## config.mk

```make
export PLATFORM = sky130hd
export DESIGN_NAME = counter_dec_nw_flat
export DESIGN_NICKNAME = d
export VERILOG_FILES = /design/src/rtl/counter_dec_pkg.sv /design/src/rtl/counter_dec_nw_if.sv /design/src/rtl/counter_dec_cell.sv /design/src/rtl/counter_dec_nw.sv /design/src/flat_wrapper.sv
export SDC_FILE = /design/constraint.sdc
export NUM_CORES = 1
export LEC_CHECK = 0
export BUFFER_PORTS_ARGS = -buffer_cell sky130_fd_sc_hd__buf_2
export CORE_ASPECT_RATIO = 0.75
export CORE_MARGIN = 2
export CORE_UTILIZATION = 45
export DETAILED_ROUTE_END_ITERATION = 7
export PLACE_DENSITY = 0.77
export SLEW_MARGIN = 10
export SYNTH_ARGS = -nofsm -noshare
export SYNTH_HDL_FRONTEND = slang
export SYNTH_SLANG_ARGS = --single-unit
```

## constraint.sdc

```tcl
create_clock -name i_clk -period 1.9 [get_ports i_clk]
set_input_delay 0.38 -clock i_clk [delete_from_list [all_inputs] [get_ports i_clk]]
set_output_delay 0.38 -clock i_clk [all_outputs]
set_load 0.005 [all_outputs]
```

## src/rtl/counter_dec_pkg.sv

```systemverilog
// rtl/counter_dec_pkg.sv - BCD digit type, digit bounds and load clamp
package counter_dec_pkg;

    typedef logic [3:0] bcd_digit_t;

    localparam bcd_digit_t BCD_MAX = 4'd9;
    localparam bcd_digit_t BCD_MIN = 4'd0;

    function automatic bcd_digit_t bcd_clamp(input bcd_digit_t d);
        return (d > BCD_MAX) ? BCD_MAX : d;
    endfunction

endpackage

```

## src/rtl/counter_dec_nw_if.sv

```systemverilog
// rtl/counter_dec_nw_if.sv - command/status bundle of the BCD up/down counter
interface counter_dec_nw_if #(
    parameter int DIGITS = 4
);
    import counter_dec_pkg::*;

    logic                    i_load;
    bcd_digit_t [DIGITS-1:0] i_count;
    logic                    i_plus;
    logic                    i_minus;
    bcd_digit_t [DIGITS-1:0] o_count;
    logic                    o_plus;
    logic                    o_minus;
    logic                    o_zero;
    logic                    o_max;

    modport master (
        output i_load, i_count, i_plus, i_minus,
        input  o_count, o_plus, o_minus, o_zero, o_max
    );

    modport slave (
        input  i_load, i_count, i_plus, i_minus,
        output o_count, o_plus, o_minus, o_zero, o_max
    );

endinterface

```

## src/rtl/counter_dec_cell.sv

```systemverilog
// rtl/counter_dec_cell.sv - one BCD digit with load, step up/down and carry/borrow out
module counter_dec_cell
    import counter_dec_pkg::*;
(
    input  logic       clk,
    input  logic       rst,
    input  logic       load,
    input  bcd_digit_t load_val,
    input  logic       inc,
    input  logic       dec,
    output bcd_digit_t q,
    output logic       carry,
    output logic       borrow
);

    // carry/borrow are combinational so a whole chain settles in one cycle
    assign carry  = inc && (q == BCD_MAX);
    assign borrow = dec && (q == BCD_MIN);

    always_ff @(posedge clk) begin
        if (!rst) begin
            q <= BCD_MIN;
        end else if (load) begin
            q <= bcd_clamp(load_val);
        end else if (inc) begin
            q <= (q == BCD_MAX) ? BCD_MIN : q + 4'd1;
        end else if (dec) begin
            q <= (q == BCD_MIN) ? BCD_MAX : q - 4'd1;
        end
    end

endmodule

```

## src/rtl/counter_dec_nw.sv

```systemverilog
// rtl/counter_dec_nw.sv - DIGITS-wide BCD up/down counter with wrap or saturate boundaries
module counter_dec_nw
    import counter_dec_pkg::*;
#(
    parameter int DIGITS   = 4,
    parameter int SATURATE = 0
) (
    input  logic           i_clk,
    input  logic           i_rst,
    counter_dec_nw_if.slave bus
);

    logic                    sat;
    logic                    cmd_inc;
    logic                    cmd_dec;
    logic                    inc0;
    logic                    dec0;
    logic                    ovf;
    logic                    unf;
    logic                    all_nine;
    logic                    all_zero;
    logic                    plus_q;
    logic                    minus_q;
    bcd_digit_t [DIGITS-1:0] count;

    assign sat     = (SATURATE != 0);
    assign cmd_inc = bus.i_plus & ~bus.i_minus & ~bus.i_load;
    assign cmd_dec = bus.i_minus & ~bus.i_plus & ~bus.i_load;

    // saturation simply withholds the step from the chain at the boundary
    assign inc0 = cmd_inc & ~(sat & all_nine);
    assign dec0 = cmd_dec & ~(sat & all_zero);

    for (genvar g = 0; g < DIGITS; g++) begin : g_digit
        logic inc;
        logic dec;
        logic cy;
        logic bw;

        if (g == 0) begin : g_lsd
            assign inc = inc0;
            assign dec = dec0;
        end else begin : g_upper
            assign inc = g_digit[g-1].cy;
            assign dec = g_digit[g-1].bw;
        end

        counter_dec_cell u_cell (
            .clk      (i_clk),
            .rst      (i_rst),
            .load     (bus.i_load),
            .load_val (bus.i_count[g]),
            .inc      (inc),
            .dec      (dec),
            .q        (count[g]),
            .carry    (cy),
            .borrow   (bw)
        );
    end

    assign ovf = sat ? (cmd_inc & all_nine) : g_digit[DIGITS-1].cy;
    assign unf = sat ? (cmd_dec & all_zero) : g_digit[DIGITS-1].bw;

    always_comb begin
        all_nine = 1'b1;
        all_zero = 1'b1;
        for (int i = 0; i < DIGITS; i++) begin
            if (count[i] != BCD_MAX) all_nine = 1'b0;
            if (count[i] != BCD_MIN) all_zero = 1'b0;
        end
    end

    always_ff @(posedge i_clk) begin
        if (!i_rst) begin
            plus_q  <= 1'b0;
            minus_q <= 1'b0;
        end else begin
            plus_q  <= ovf;
            minus_q <= unf;
        end
    end

    assign bus.o_count = count;
    assign bus.o_plus  = plus_q;
    assign bus.o_minus = minus_q;
    assign bus.o_zero  = all_zero;
    assign bus.o_max   = all_nine;

endmodule
```

## src/flat_wrapper.sv

```systemverilog
// flat-port wrapper written by rule: the top's interface ports become plain ports
module counter_dec_nw_flat import counter_dec_pkg::*;
#(
    parameter int DIGITS   = 4,
    parameter int SATURATE = 0
)
  (i_clk, i_rst, bus_i_load, bus_i_count, bus_i_plus, bus_i_minus, bus_o_count, bus_o_plus, bus_o_minus, bus_o_zero, bus_o_max);
  counter_dec_nw_if #(.DIGITS(DIGITS)) bus_i ();
  input  logic i_clk;
  input  logic i_rst;
  input wire logic [$bits(bus_i.i_load)-1:0] bus_i_load;
  input wire logic [$bits(bus_i.i_count)-1:0] bus_i_count;
  input wire logic [$bits(bus_i.i_plus)-1:0] bus_i_plus;
  input wire logic [$bits(bus_i.i_minus)-1:0] bus_i_minus;
  output wire logic [$bits(bus_i.o_count)-1:0] bus_o_count;
  output wire logic [$bits(bus_i.o_plus)-1:0] bus_o_plus;
  output wire logic [$bits(bus_i.o_minus)-1:0] bus_o_minus;
  output wire logic [$bits(bus_i.o_zero)-1:0] bus_o_zero;
  output wire logic [$bits(bus_i.o_max)-1:0] bus_o_max;
  assign bus_i.i_load = bus_i_load;
  assign bus_i.i_count = bus_i_count;
  assign bus_i.i_plus = bus_i_plus;
  assign bus_i.i_minus = bus_i_minus;
  assign bus_o_count = bus_i.o_count;
  assign bus_o_plus = bus_i.o_plus;
  assign bus_o_minus = bus_i.o_minus;
  assign bus_o_zero = bus_i.o_zero;
  assign bus_o_max = bus_i.o_max;
  counter_dec_nw #(.DIGITS(DIGITS), .SATURATE(SATURATE)) u_core (.i_clk(i_clk), .i_rst(i_rst), .bus(bus_i));
endmodule
```

Word level (Yosys, flattened, before mapping) --
Index checks and enable logic that the tools add are counted. W data, S select, Z words.
Storage, ports and cells: bits in registers 18, bits of input ports 21
Operators by class: add/sub/neg operators 8, order comparisons 4, eq/ne operators 8, mux-type cells 32, bitwise logic cells 7, reduce and logical (&&, ||, !) cells 20
Operators by type and width (count):
- $mux W4 | 24
- $add A4 B1 Y4 const B | 4
- $eq A4 B4 Y1 const B | 4
- $gt A4 B4 Y1 const B | 4
- $logic_not A4 Y1 | 4
- $ne A4 B4 Y1 const B | 4
- $reduce_bool A4 Y1 | 4
- $sub A4 B1 Y4 const B | 4
- $reduce_bool A3 Y1 | 4
- $logic_and A1 B1 Y1 | 8
- $mux W1 | 8
- $and A1 B1 Y1 | 4
- $not A1 Y1 | 3

Logic depth before layout (Yosys ltp) --
depth in word-level cells 9, mapped depth 6

Cells and area by module --
A second synthesis with hierarchy kept.
Second synthesis, totals: cell total of the unflattened synthesis 214, area, all modules 1589.0 µm²
By module, submodules not included:
- counter_dec_cell | instances 4, cells an instance 50, area an instance 361.6 µm², seq. area each 80.1 µm²
- counter_dec_nw | instances 1, cells an instance 14, area an instance 142.6 µm², seq. area each 40.0 µm²

Worst setup path after synthesis --
Ideal clock, no wire load.
path type register to register, from reg u_core.g_digit[2].u_cell.q[2], to reg u_core.g_digit[3].u_cell.q[2], library setup time 0.129 ns, data arrival time 1.641 ns, required time 1.771 ns, slack 0.130 ns, stages on the path, launching flop included 7, path buffers 1, cell sequence dfxtp_1 buf_2 nand4bb_4 nor4_4 and2b_1 a221oi_1 a31oi_1
On the way: longest elaborated chain between the ends 4, elaborated cells between the ends (all ways) 7
RTL lines:
- from (decl) | RTL line counter_dec_cell.sv:11 | output bcd_digit_t q,
- from (signal assigned) | RTL line counter_dec_cell.sv:24 | q <= bcd_clamp(load_val);
- from (signal assigned) | RTL line counter_dec_cell.sv:26 | q <= (q == BCD_MAX) ? BCD_MIN : q + 4'd1;
- from (signal assigned) | RTL line counter_dec_cell.sv:28 | q <= (q == BCD_MIN) ? BCD_MAX : q - 4'd1;
- $eq A4 B4 Y1 | RTL line counter_dec_cell.sv:17 | assign carry = inc && (q == BCD_MAX);
- $logic_and A1 B1 Y1 | RTL line counter_dec_cell.sv:17
- $mux W4 | RTL line counter_dec_cell.sv:25 | end else if (inc) begin
- $mux W4 | RTL line counter_dec_cell.sv:23 | end else if (load) begin
- to (signal assigned) | RTL line counter_dec_cell.sv:24
- to (signal assigned) | RTL line counter_dec_cell.sv:26
- to (signal assigned) | RTL line counter_dec_cell.sv:28
- to (decl) | RTL line counter_dec_cell.sv:11
Parallel ways exist; a longest one is shown, timed or not. A chain may end at the register's enable or synchronous reset.

Worst setup path after layout --
from reg u_core.g_digit[0].u_cell.q[3], to out bus_o_zero
On the way: longest elaborated chain between the ends 5
RTL lines:
- from (decl) | RTL line counter_dec_cell.sv:11
- from (signal assigned) | RTL line counter_dec_cell.sv:24
- from (signal assigned) | RTL line counter_dec_cell.sv:26
- from (signal assigned) | RTL line counter_dec_cell.sv:28
- $reduce_bool A4 Y1 | RTL line counter_dec_nw.sv:69 | if (count[i] != BCD_MIN) all_zero = 1'b0;
- $mux W1 (4 in series) | RTL line counter_dec_nw.sv:69
- to (decl) | RTL line flat_wrapper.sv:18 | output wire logic [$bits(bus_i.o_zero)-1:0] bus_o_zero;
Every way passes these cells.

==> metrics.md <==
| Metric | Value |
|---|---|
| RSZ-0062 raised after global routing | yes |
| First-pass GRT wire length | 8040 µm |
| Netlist cell types | 63 |
| IO buf count | 40 |
| Initial antenna violation count | 0 |
| Most used flip-flop cell after synthesis | dfxtp_1 |
| Vias per cell | a little under 6 |
| Sequential power share | 38.7% |
| Pleak | 0.953 nW |
| ANT nets after route | 0 |
| Final hold violations | 0 |
| Crit path launch | u_core.g_digit[0].u_cell.q[3]$_SDFFE_PN0P_ |
| Total congestion overflow | 0 |
| Worst EP arrival | 1.48 ns |
| Die Y | 56.9 µm |
| Switching share of power | 34.4% |
| CTS Buf Count | 3 |
| HPWL after DPL | 3650 µm |
| Mapped Cells | approximately 210 |
| Final wirelength | 4970 µm |
| Slowest-stage cell, CP | dfxtp_4 |
| Post-Layout Cell Count | 330 |
| Fin Setup TNS | 0 ns |
| Initial cell density of the core | 46.5% |
| Tcrit/Tclk final | 97.7% |
| CP most frequent cell | nor4_4 |
| MaxCap Viol Count | 0 |
| H-tree level count | 1 |
| YS warnings | 0 |
| Run status | completed |
| Die footprint | between 4000 and 5000 µm² |
| Startpoint of the worst hold path | bus_i_count[0] |
| Max VDD drop | 452 µV |
| Post-synth top area share | ~21% |
| Met3 WL post-DR | around 500 µm |
| Rows | 19 |
| WL/cell | 15.0 µm |
| Top sig layer | met4 |
| Post-synth ARST share | 0% |
| Placed insts | 322 |
| FF+latch count, synth | 18 |
| Crit path cell chain | nor4_4 -> buf_4 -> nand2_2 -> nor4_4 -> buf_2 |
| Worst slew pin tran | 0.420 ns |
| Comb power frac | 37.8% |
| Clk sinks | 18 |
| Fin crit period | 1.86 ns |
| Hold WC Path Type | in -> reg |
| DP Worst Slack | -0.0155 ns |
| Area Growth Syn to Fin | 36.9% |
| Drc violations | 0 |
| Sequential share of the synthesized area | 21.4% |
| FF-to-FF Start | u_core.g_digit[1].u_cell.q[2]$_SDFFE_PN0P_ |
| Commonest cells after routing, fill and taps aside | 41 x buf_4, 40 x buf_2, 18 x nor2_1, 18 x o21ai_0, 12 x a21oi_1 |
| Clock transition at the registers of the reported paths | 0.07 ns |
| Power per cell area | between 500 and 600 nW/µm² |
| Synth top area cells | dfxtp_1 21%, o21ai_0 5.4%, nand4bb_4 4.9% |
| I/O Pins | 41 |
| Post-Syn Nets | 232 |
| Final worst slack | 0.0444 ns |
| Commonest non-fill, non-tap cell in the layout | buf_4 |
| Internal Dissipation | 0.769 mW |
| Max Freq | 539 MHz |
| Share of cells above drive strength 1 | 41.4% |
| Placer Congestion | 0.892 |
| Nets | 301 |
| Die Wd | about 75 µm |
| CTS tree | yes |
| 1st-iter DRT viols | 187 |
| Slew HR | 71.3% |
| Setup violations, final | 0 |
| Mapped Area | roughly 1700 µm² |
| Worst Skew | 0.00392 ns |
| Final slew viol count | 0 |
| Deepest clock path buffer count | 2 |
| Skew-Pair Late Insertion Delay | 0.26 ns |
| Total GRT Usage | about a quarter |
| Root Driver | clkbuf_8 |
| Switch Pwr | approximately 0.40 mW |
| DRT met1 WL | 2290 µm |
| Setup crit end kind | output pin |
| Via Count | 1,947 |
| Post-synth EDFFs | 0 |
| Worst-path fanout max | 9 |
| Met2 wire length | about 2100 µm |
| Antenna cell count | 0 |
| Vias in the first global route | ~1,600 |
| R2R setup slack | 0.06 ns |
| CP Class | reg -> out |
| Core area | about 3600 µm² |
| CP peak stage delay | 0.39 ns |
| Largest net degree at the start of global routing | 22 |
| Startpoint types | register |
| Yosys top cell by area | dfxtp_1 |
| Total Power | 1.17 mW |
| Clock network power share | 23.5% |
| 1st-pass router iterations | 5 |
| Mean area per synthesized cell | approximately 8.0 µm² |
| Required time of the critical path | 1.52 ns |
[critical path, delay by kind of cell, from the launching register on]
| family | cells | cell delay [ns] |
|---|---|---|
| buffers and inverters | 2 | 0.33 |
| DFF | 1 | 0.39 |
| and+or+nand+nor | 3 | 0.49 |
[logic make-up after synthesis]
group | Yosys count | share of synthesized area [%]
AND/OR/NAND/NOR | 94 | 39.6
AO/OA/AOI/OAI | 64 | 26.0
buffers and inverters | 23 | 6.32
flip-flops | 18 | 21.4
XOR/XNOR | 8 | 4.17
multiplexers | 4 | 2.46
[timing repair]
| item | 4_1_cts | 5_1_grt |
|---|---|---|
| setup endpoints to repair | 2 | 7 |
| endpoints found under the hold margin | 0 | 0 |
| hold buffers | 0 | 0 |
| pin swaps | 2 | 3 |
| buffers inserted | 3 | 2 |
| gates resized for setup | 6 | 18 |
[through the flow]
step / hold WS [ns] / utilization, % / cell area, µm²
finish: 0.390 / 63.7 / 2300
global route: 0.394 / 63.7 / 2300
global placement: 0.546 / 59.1 / 2140
CTS: 0.380 / 61.6 / 2230
floorplan: 0.527 / - / 1680
detailed placement: 0.550 / 59.1 / 2140
[worst paths after layout]
check | cells after the start | endpoint
max | 5 | bus_o_zero
min | 3 | u_core.g_digit[0].u_cell.q[0]$_SDFFE_PN0P_
max reg2reg | 5 | u_core.g_digit[3].u_cell.q[2]$_SDFFE_PN0P_
min reg2reg | 2 | u_core.g_digit[3].u_cell.q[2]$_SDFFE_PN0P_
[layout make-up]
cell class                      instances  area, µm²
Inverter                                5       18.8
Timing Repair Buffer                   82        519
Tap cell                               52       65.1
Clock buffer                            3       41.3
Fill cell                             321       1310
Multi-Input combinational cell        170       1280
Sequential cell                        18        373
[per-layer routing]
metal  global-route usage (%)  up-vias
li1                         -      946
met1                     38.5      911
met2                     34.1       85
met3                     4.95        5
met4                     3.83        0
met5                        0        -
[power groups by stage]
stage                     Sequential [mW]  Combinational, mW  Clock [mW]
after floorplan                     0.441              0.249           0
after global placement              0.454              0.395           0
after detailed placement            0.455              0.402           0
after CTS                           0.449              0.419       0.286
after global routing                0.459              0.488       0.303
final                               0.453              0.443       0.276
[cells in the mapped netlist (3+ instances only)]
library cell,number
nor2_1,19
dfxtp_1,18
o21ai_0,18
a21oi_1,12
nand2_1,11
clkbuf_1,9
buf_2,7
nand2b_1,6
nand3_1,6
nor2b_1,6
nor3_1,5
or3_1,5
a31oi_1,4
nor4_1,4
xnor2_1,4
xor2_1,4
a221oi_1,3
and4_1,3
inv_1,3
mux2i_1,3
nand4_1,3
nand4bb_4,3
nor4_4,3
o31ai_1,3
[sequential cells by signal, summed over array words and instances, names as in the netlist]
name and flops:
u_core.bus.o_minus 1, u_core.bus.o_plus 1, u_core.g_digit.u_cell.q 16
Note: power is estimated with default switching activity, not from simulation.
